$ cat config.mk
export PLATFORM = sky130hd
export DESIGN_NAME = mem_fifo_ctrl_flat
export DESIGN_NICKNAME = d
export VERILOG_FILES = /design/src/rtl/mem_fifo_ctrl_if.sv /design/src/rtl/mem_fifo_ctrl.sv /design/src/flat_wrapper.sv
export SDC_FILE = /design/constraint.sdc
export NUM_CORES = 1
export LEC_CHECK = 0
export BUFFER_PORTS_ARGS = -buffer_cell sky130_fd_sc_hd__buf_2
export CAP_MARGIN = 20
export CORE_UTILIZATION = 41
export DETAILED_ROUTE_END_ITERATION = 8
export PLACE_DENSITY = 0.74
export REMOVE_ABC_BUFFERS = 1
export SYNTH_ARGS = -nofsm -noshare
export SYNTH_HDL_FRONTEND = slang
export SYNTH_SLANG_ARGS = --single-unit
$ cat constraint.sdc
create_clock -name clk -period 2.4 [get_ports clk]
set_input_delay 0.48 -clock clk [delete_from_list [all_inputs] [get_ports clk]]
set_output_delay 0.48 -clock clk [all_outputs]
set_load 0.01 [all_outputs]
$ cat src/rtl/mem_fifo_ctrl_if.sv
// Bundle of stream, register-file and status signals around mem_fifo_ctrl.
// master = the controller, slave = the surrounding environment.
interface mem_fifo_ctrl_if;
  logic       in_valid;
  logic       in_ready;
  logic [7:0] in_data;
  logic       out_valid;
  logic       out_ready;
  logic [7:0] out_data;
  logic       mem_we;
  logic [2:0] mem_addr;
  logic [7:0] mem_din;
  logic [7:0] mem_dout;
  logic [3:0] count;
  logic       full;
  logic       empty;
  logic       last_grant;  // arbiter state, 0 = write won last, 1 = read won last

  modport master (
    input  in_valid, in_data, out_ready, mem_dout,
    output in_ready, out_valid, out_data, mem_we, mem_addr, mem_din,
           count, full, empty, last_grant
  );

  modport slave (
    output in_valid, in_data, out_ready, mem_dout,
    input  in_ready, out_valid, out_data, mem_we, mem_addr, mem_din,
           count, full, empty, last_grant
  );
endinterface

$ cat src/rtl/mem_fifo_ctrl.sv
// FIFO controller owning the single address port of an 8x8 register file,
// with a one-entry output register; 9 bytes total capacity.
module mem_fifo_ctrl (
  input  logic           clk,
  input  logic           rst,
  mem_fifo_ctrl_if.master bus
);
  // Handshakes: a byte moves on a side exactly in a cycle where valid && ready
  // are both high at the rising edge; ready never depends on valid on the same
  // side, and a producer holds data stable until it is taken.

  typedef enum logic {
    GRANT_WR = 1'b0,
    GRANT_RD = 1'b1
  } grant_t;

  grant_t     grant_q, grant_d;
  logic [2:0] wr_ptr, rd_ptr;
  logic [3:0] count_q;
  logic       out_valid_q;
  logic [7:0] out_data_q;

  logic       full_w, empty_w;
  logic       rd_req, in_ready_w, wr_g, rd_g;

  assign full_w  = (count_q == 4'd8);
  assign empty_w = (count_q == 4'd0);

  // Arbitration: when a write and a read both want the port, the side that
  // did not win last time gets it.
  always_comb begin
    rd_req       = 1'b0;
    in_ready_w   = 1'b0;
    wr_g         = 1'b0;
    rd_g         = 1'b0;
    grant_d      = grant_q;
    bus.mem_we   = 1'b0;
    bus.mem_addr = rd_ptr;

    rd_req     = !empty_w && (!out_valid_q || bus.out_ready);
    in_ready_w = !full_w && !(rd_req && grant_q == GRANT_WR);
    wr_g       = bus.in_valid && in_ready_w;
    rd_g       = rd_req && !wr_g;

    if (wr_g) begin
      bus.mem_we   = 1'b1;
      bus.mem_addr = wr_ptr;
      grant_d      = GRANT_WR;
    end else if (rd_g) begin
      grant_d      = GRANT_RD;
    end
  end

  always_ff @(posedge clk or posedge rst) begin
    if (rst) begin
      grant_q <= GRANT_WR;
    end else begin
      grant_q <= grant_d;
    end
  end

  always_ff @(posedge clk or posedge rst) begin
    if (rst) begin
      wr_ptr      <= 3'd0;
      rd_ptr      <= 3'd0;
      count_q     <= 4'd0;
      out_valid_q <= 1'b0;
      out_data_q  <= 8'h00;
    end else begin
      if (wr_g) begin
        wr_ptr <= wr_ptr + 3'd1;
      end
      if (rd_g) begin
        rd_ptr      <= rd_ptr + 3'd1;
        out_data_q  <= bus.mem_dout;
        out_valid_q <= 1'b1;
      end else if (out_valid_q && bus.out_ready) begin
        out_valid_q <= 1'b0;
      end
      // wr_g and rd_g are exclusive, so count moves by at most one.
      if (wr_g) begin
        count_q <= count_q + 4'd1;
      end else if (rd_g) begin
        count_q <= count_q - 4'd1;
      end
    end
  end

  assign bus.in_ready   = in_ready_w;
  assign bus.out_valid  = out_valid_q;
  assign bus.out_data   = out_data_q;
  assign bus.mem_din    = bus.in_data;
  assign bus.count      = count_q;
  assign bus.full       = full_w;
  assign bus.empty      = empty_w;
  assign bus.last_grant = grant_q;

endmodule

$ cat src/flat_wrapper.sv
// flat-port wrapper written by rule: the top's interface ports become plain ports
module mem_fifo_ctrl_flat 
  (clk, rst, bus_in_valid, bus_in_data, bus_out_ready, bus_mem_dout, bus_in_ready, bus_out_valid, bus_out_data, bus_mem_we, bus_mem_addr, bus_mem_din, bus_count, bus_full, bus_empty, bus_last_grant);
  mem_fifo_ctrl_if bus_i ();
  input  logic clk;
  input  logic rst;
  input wire logic [$bits(bus_i.in_valid)-1:0] bus_in_valid;
  input wire logic [$bits(bus_i.in_data)-1:0] bus_in_data;
  input wire logic [$bits(bus_i.out_ready)-1:0] bus_out_ready;
  input wire logic [$bits(bus_i.mem_dout)-1:0] bus_mem_dout;
  output wire logic [$bits(bus_i.in_ready)-1:0] bus_in_ready;
  output wire logic [$bits(bus_i.out_valid)-1:0] bus_out_valid;
  output wire logic [$bits(bus_i.out_data)-1:0] bus_out_data;
  output wire logic [$bits(bus_i.mem_we)-1:0] bus_mem_we;
  output wire logic [$bits(bus_i.mem_addr)-1:0] bus_mem_addr;
  output wire logic [$bits(bus_i.mem_din)-1:0] bus_mem_din;
  output wire logic [$bits(bus_i.count)-1:0] bus_count;
  output wire logic [$bits(bus_i.full)-1:0] bus_full;
  output wire logic [$bits(bus_i.empty)-1:0] bus_empty;
  output wire logic [$bits(bus_i.last_grant)-1:0] bus_last_grant;
  assign bus_i.in_valid = bus_in_valid;
  assign bus_i.in_data = bus_in_data;
  assign bus_i.out_ready = bus_out_ready;
  assign bus_i.mem_dout = bus_mem_dout;
  assign bus_in_ready = bus_i.in_ready;
  assign bus_out_valid = bus_i.out_valid;
  assign bus_out_data = bus_i.out_data;
  assign bus_mem_we = bus_i.mem_we;
  assign bus_mem_addr = bus_i.mem_addr;
  assign bus_mem_din = bus_i.mem_din;
  assign bus_count = bus_i.count;
  assign bus_full = bus_i.full;
  assign bus_empty = bus_i.empty;
  assign bus_last_grant = bus_i.last_grant;
  mem_fifo_ctrl u_core (.clk(clk), .rst(rst), .bus(bus_i));
endmodule
==> metrics.yaml, run 1 <==
status:
  status: "finished clean"
placement:
  place_congestion: 0.679
  io_buffers: 32
  hpwl_mm: 1.38
  dp_cells: 146
  place_area_mm2: 0.00123
synth:
  synth_most_common_cell: "dfrtp_1"
  yosys.cell_types.count: 24
  synth.area.top_cells: "dfrtp_1, mux2_4, buf_4"
  ys_seq_elements: 20
  synth_ff_type: "dfrtp_1"
  async_reset_ff_frac: 1.00
  synth_area_leader_cell: "dfrtp_1"
  synth_top_area_frac: 0.473
  synth_edf_count: 0
  yosys-top-cells-count: "dfrtp_1, nand2_1, buf_4"
  ys_seq_area_frac: 0.473
  yosys_warnings: 0
  netlist_area_mm2: 0.00106
  synth.avg_cell_area_um2: 12.2
  synth_cells: 87
cts:
  clk_path_buf_depth: 2
  ctsHoldBuffers: 0
  numCtsBuffers: 3
  tritoncts: "built"
  clock_sink_count: 20
  clock-root-buffer: "clkbuf_4"
  htreeDepth: 1
  insertion_delay_ns: 0.29
  clk_pin_slew_ns: 0.11
die:
  core_mm2: 0.00245
  initial_core_util: 0.431
  io_pins: 49
  dieWidth_um: 52.8
  rows: 18
  die_area_mm2: 0.00279
  die_h_um: 52.8
drt:
  drc_errors: 0
  postRouteAntennaNets: 0
  routed_wl_mm: 1.85
  wl_per_cell_um: 12.1
  via_per_inst: 4.88
  num_vias: 747
  drtPass1Iterations: 3
  drt_iter0_drc: 6
grt:
  grt_pass1_vias: 720
  grt_max_degree: 21
  grt_use_total: 0.152
  grt_overflow: 0
  antenna_found_initial: 0
  grt_pass1_wl_mm: 3.03
power_and_ir_drop:
  peakVddDrop_uv: 810
  p_int_mw: 1.20
  clockPowerShare: 0.099
  switching_share: 0.375
  p_per_area_mw_per_mm2: 1450
  p_leak_nw: 0.667
  seq_power_share: 0.338
  power.net_switching_mw: 0.722
  combPwrFrac: 0.563
timing:
  rsz0062_at_grt: "no"
  worstMarginPinSlew_ns: 0.741
  setup_violations: 0
  finClkSkew_ns: 0.00111
  period_minus_slack_ns: 2.30
  final_max_slew_viol_count: 0
  hold_viol_final: 0
  fmax_mhz: 435
  finalCritPeriodShare: 0.957
  finalSetupTns_ns: 0
  relSlewSlack: 0.506
  worst_hold_slack_ns: 0.297
final_layout:
  nFillCells: 221
  finalNetCount: 149
  final_cells: 153
  multi_input_area_um2: 492
  design_area_mm2: 0.00133
  final-seq-area_um2: 502
  area_delta_synth_final_pct: 25.2
  diodes: 0
  drive_above_1_share: 0.545
worst_setup_path:
  worstPathRequired_ns: 1.92
  worstPathArrival_ns: 1.82
  start_kind: "flop"
  critPathMaxFanout: 4
  critical_path_class: "reg -> out"
  worstSetupEndpointType: "output pin"
run:
  cap_violations: 0
worst_hold_path:
  min_path_type: "in -> async"
[per-stage QoR]
step / utilization / total power [mW] / setup WS [ns]
final: 0.540 / 1.93 / 0.103
after detailed placement: 0.502 / 1.67 / 0.0949
after global placement: 0.502 / 1.64 / 0.160
after global routing: 0.540 / 2.10 / 0.00569
after CTS: 0.527 / 1.90 / 0.0106
after floorplan: - / 1.32 / -0.314
[logic make-up after synthesis]
kind of cell               after synthesis  share of synthesized area
xor gates and xnor gates                 7                     0.0579
muxes                                   12                      0.163
AOI/OAI and AO/OA                        7                     0.0556
adders and majority gates                5                     0.0662
and+or+nand+nor                         22                     0.0981
buffers and inverters                   14                     0.0863
DFF                                     20                      0.473
[placed cells by master, fill, tap and decap left out, types with 2 or more instances in the layout]
cell type	n
a21oi_1	2
a31oi_1	2
buf_2	32
buf_4	8
buf_6	2
clkbuf_4	3
dfrtp_1	19
ha_1	4
inv_1	3
mux2_2	4
mux2_4	7
nand2_1	12
nor2_1	4
xnor2_1	4
xor2_1	3
[flip-flops by register name (all words and copies together) (netlist names)]
name                   flops
u_core.wr_ptr              3
u_core.bus.out_valid       1
u_core.bus.count           4
u_core.bus.last_grant      1
u_core.rd_ptr              3
u_core.bus.out_data        8
[final cells by class]
| cell class | count | area share |
|---|---|---|
| sequential | 20 | 0.379 |
| multi-input combinational | 53 | 0.371 |
| timing repair buffer | 42 | 0.183 |
| tap | 30 | 0.0283 |
| clock buffer | 4 | 0.0274 |
| inverter | 4 | 0.0113 |
[routing by layer]
metal  routed length, um  up-vias  GRT usage
met5                   0        -          0
met4                  14        0     0.0789
met3                 148        2     0.0493
met2                 846       36      0.224
met1                 841      354      0.196
li1                    -      355          -
[power by group through the flow]
stage	clock, mW	sequential, mW	combinational, mW
finish	0.190	0.651	1.09
floorplan	0	0.713	0.608
CTS	0.199	0.644	1.06
detailed placement	0	0.641	1.03
global route	0.211	0.678	1.21
global placement	0	0.637	1.00
[repair_timing]
item | in CTS | in global routing
pin swaps | 0 | 2
resized for setup | 2 | 6
buffers inserted | 2 | 1
endpoints found under the setup margin | 3 | 4
endpoints found under the hold margin | 0 | 0
[path summary, 6_finish.rpt]
path	start	endpoint	slack, ns	cells past startpoint
setup / recovery	u_core.bus.count[1]	bus_mem_addr[1]	0.10	8
hold / removal	rst	u_core.bus.out_data[2]	0.30	2
setup reg to reg	u_core.bus.count[0]	u_core.bus.count[3]	0.13	7
hold reg to reg	u_core.wr_ptr[2]	u_core.wr_ptr[2]	0.48	1
max in group asynchronous	rst	u_core.bus.count[3]	1.60	2
min in group clk	bus_mem_dout[6]	u_core.bus.out_data[6]	0.41	2
[worst max-delay path, cell delays in order, from the launching register on]
cell	delay [ns]
dfrtp_1	0.41
buf_6	0.13
nor4_4	0.35
o311ai_4	0.12
buf_6	0.15
buf_4	0.13
nand2_1	0.05
nand2_1	0.04
buf_2	0.13
Note: power is estimated with default switching activity, not from simulation.
==> inputs of run 2 (changes only) <==
--- a/config.mk
+++ b/config.mk
@@ -7,6 +7,7 @@
 export LEC_CHECK = 0
 export BUFFER_PORTS_ARGS = -buffer_cell sky130_fd_sc_hd__buf_2
 export CAP_MARGIN = 20
+export CORE_ASPECT_RATIO = 1.75
 export CORE_UTILIZATION = 41
 export DETAILED_ROUTE_END_ITERATION = 8
 export PLACE_DENSITY = 0.74
==> run 2 against run 1 <==
Compared with the run above: maximum frequency fell by 0.54%; register-to-register slack barely moved; setup slack worse by 0.012 ns; critical path type unchanged; largest power group unchanged.
==> metrics.yaml, run 2 (synthesis results as in run 1) <==
placement:
  place_area_mm2: 0.00123
  dpl_worst_slack_ns: -0.0167
  dp_cells: 142
  hpwl_mm: 1.47
  place_congestion: 0.656
  io_buffers: 32
cts:
  numCtsBuffers: 3
  htreeDepth: 1
  clock-root-buffer: "clkbuf_8"
  tritoncts: "built"
  insertion_delay_ns: 0.26
  clk_pin_slew_ns: 0.07
  clk_path_buf_depth: 2
  ctsHoldBuffers: 0
  clock_sink_count: 20
final_layout:
  area_delta_synth_final_pct: 23.5
  largest_reg_flops: 8
  final_util: 0.531
  layout_commonest_cell: "buf_2"
  final_cell_mix: "buf_2, dfrtp_1, nand2_1"
  design_area_mm2: 0.00131
  drive_above_1_share: 0.537
  final-seq-area_um2: 502
  multi_input_area_um2: 483
  diodes: 0
  nFillCells: 225
  finalNetCount: 147
  final_cells: 147
timing:
  finalSetupTns_ns: 0
  finalCritPeriodShare: 0.962
  period_minus_slack_ns: 2.31
  rsz0062_at_grt: "no"
  final_max_slew_viol_count: 0
  finClkSkew_ns: 0.00456
  worstMarginPinSlew_ns: 0.737
  worst_hold_slack_ns: 0.339
  relSlewSlack: 0.508
  setup_violations: 0
  layout_setup_ws_ns: 0.0907
  hold_viol_final: 0
  fmax_mhz: 433
worst_setup_path:
  crit_slowest_cell: "or4b_4"
  critical_path_class: "reg -> out"
  cpPeakStageDelay_ns: 0.54
  cpMostUsedCell: "nand2_1"
  critPathMaxFanout: 8
  worstPathArrival_ns: 1.83
  worstPathCellList: "or4b_4 > o311ai_2 > buf_4 > inv_2 > nand2_1 > nand2_1 > buf_2"
  critPathTopFamily: "simple AND/OR/NAND/NOR gates"
  start_kind: "flop"
  worst-path-stages: 7
  worstSetupEndpointType: "output pin"
  r2r_setup_slack_ns: 0.12
  ff2ff_path_depth: 8
  r2r_start: "u_core.bus.count[0]"
  worstPathRequired_ns: 1.92
  crit_buf_inv: 3
  crit_path_start: "u_core.bus.count[0]"
drt:
  drt_iter0_drc: 10
  postRouteAntennaNets: 0
  routed_wl_mm: 1.94
  num_vias: 758
  drtPass1Iterations: 4
  wl_per_cell_um: 13.2
  via_per_inst: 5.16
  drc_errors: 0
grt:
  grt_overflow: 0
  grt_max_degree: 21
  antenna_found_initial: 0
  grt_pass1_vias: 790
  grt_pass1_wl_mm: 3.09
  grt_use_total: 0.159
status:
  status: "finished clean"
power_and_ir_drop:
  p_leak_nw: 0.661
  finalPower_mw: 1.98
  p_per_area_mw_per_mm2: 1510
  peakVddDrop_uv: 619
run:
  cap_violations: 0
die:
  dieWidth_um: 40.4
  die_h_um: 69.2
  rows: 24
  die_area_mm2: 0.00280
  initial_core_util: 0.430
  io_pins: 49
  core_mm2: 0.00246
worst_hold_path:
  min_path_type: "in -> async"
run 2: changes by cell type in the layout (fill, tap and decap cells not counted), sizes merged:
cell,before,now
buf,42,40
run 2: what timing repair did:
item,in CTS,in global routing
buffers inserted,0,1
resized for setup,1,4
endpoints found under the setup margin,1,4
gates cloned,0,0
run 2: path summary, 6_finish.rpt:
check                                    endpoint
max                               bus_mem_addr[2]
min                           u_core.bus.count[3]
max reg2reg                   u_core.bus.count[3]
min reg2reg                      u_core.rd_ptr[2]
max in group asynchronous     u_core.bus.count[3]
min in group clk           u_core.bus.out_data[4]
run 2: layout make-up:
cell class	count	share of cell area
clock buffer	4	0.0421
inverter	4	0.0115
multi-input combinational	53	0.369
sequential	20	0.384
tap	26	0.0249
timing repair buffer	40	0.168
run 2: where the power goes:
group / switching, mW / internal (mW) / total (mW) / leakage, nW
combinational: 0.503 / 0.575 / 1.08 / 0.402
sequential: 0.130 / 0.518 / 0.648 / 0.231
clock: 0.109 / 0.146 / 0.255 / 0.0288
run 2: routing by layer:
| metal | up-vias | wire, um | GRT usage |
|---|---|---|---|
| li1 | 351 | - | - |
| met2 | 45 | 960 | 0.247 |
| met4 | 0 | 84 | 0.115 |
| met1 | 354 | 765 | 0.158 |
| met3 | 8 | 133 | 0.0577 |
| met5 | - | 0 | 0 |
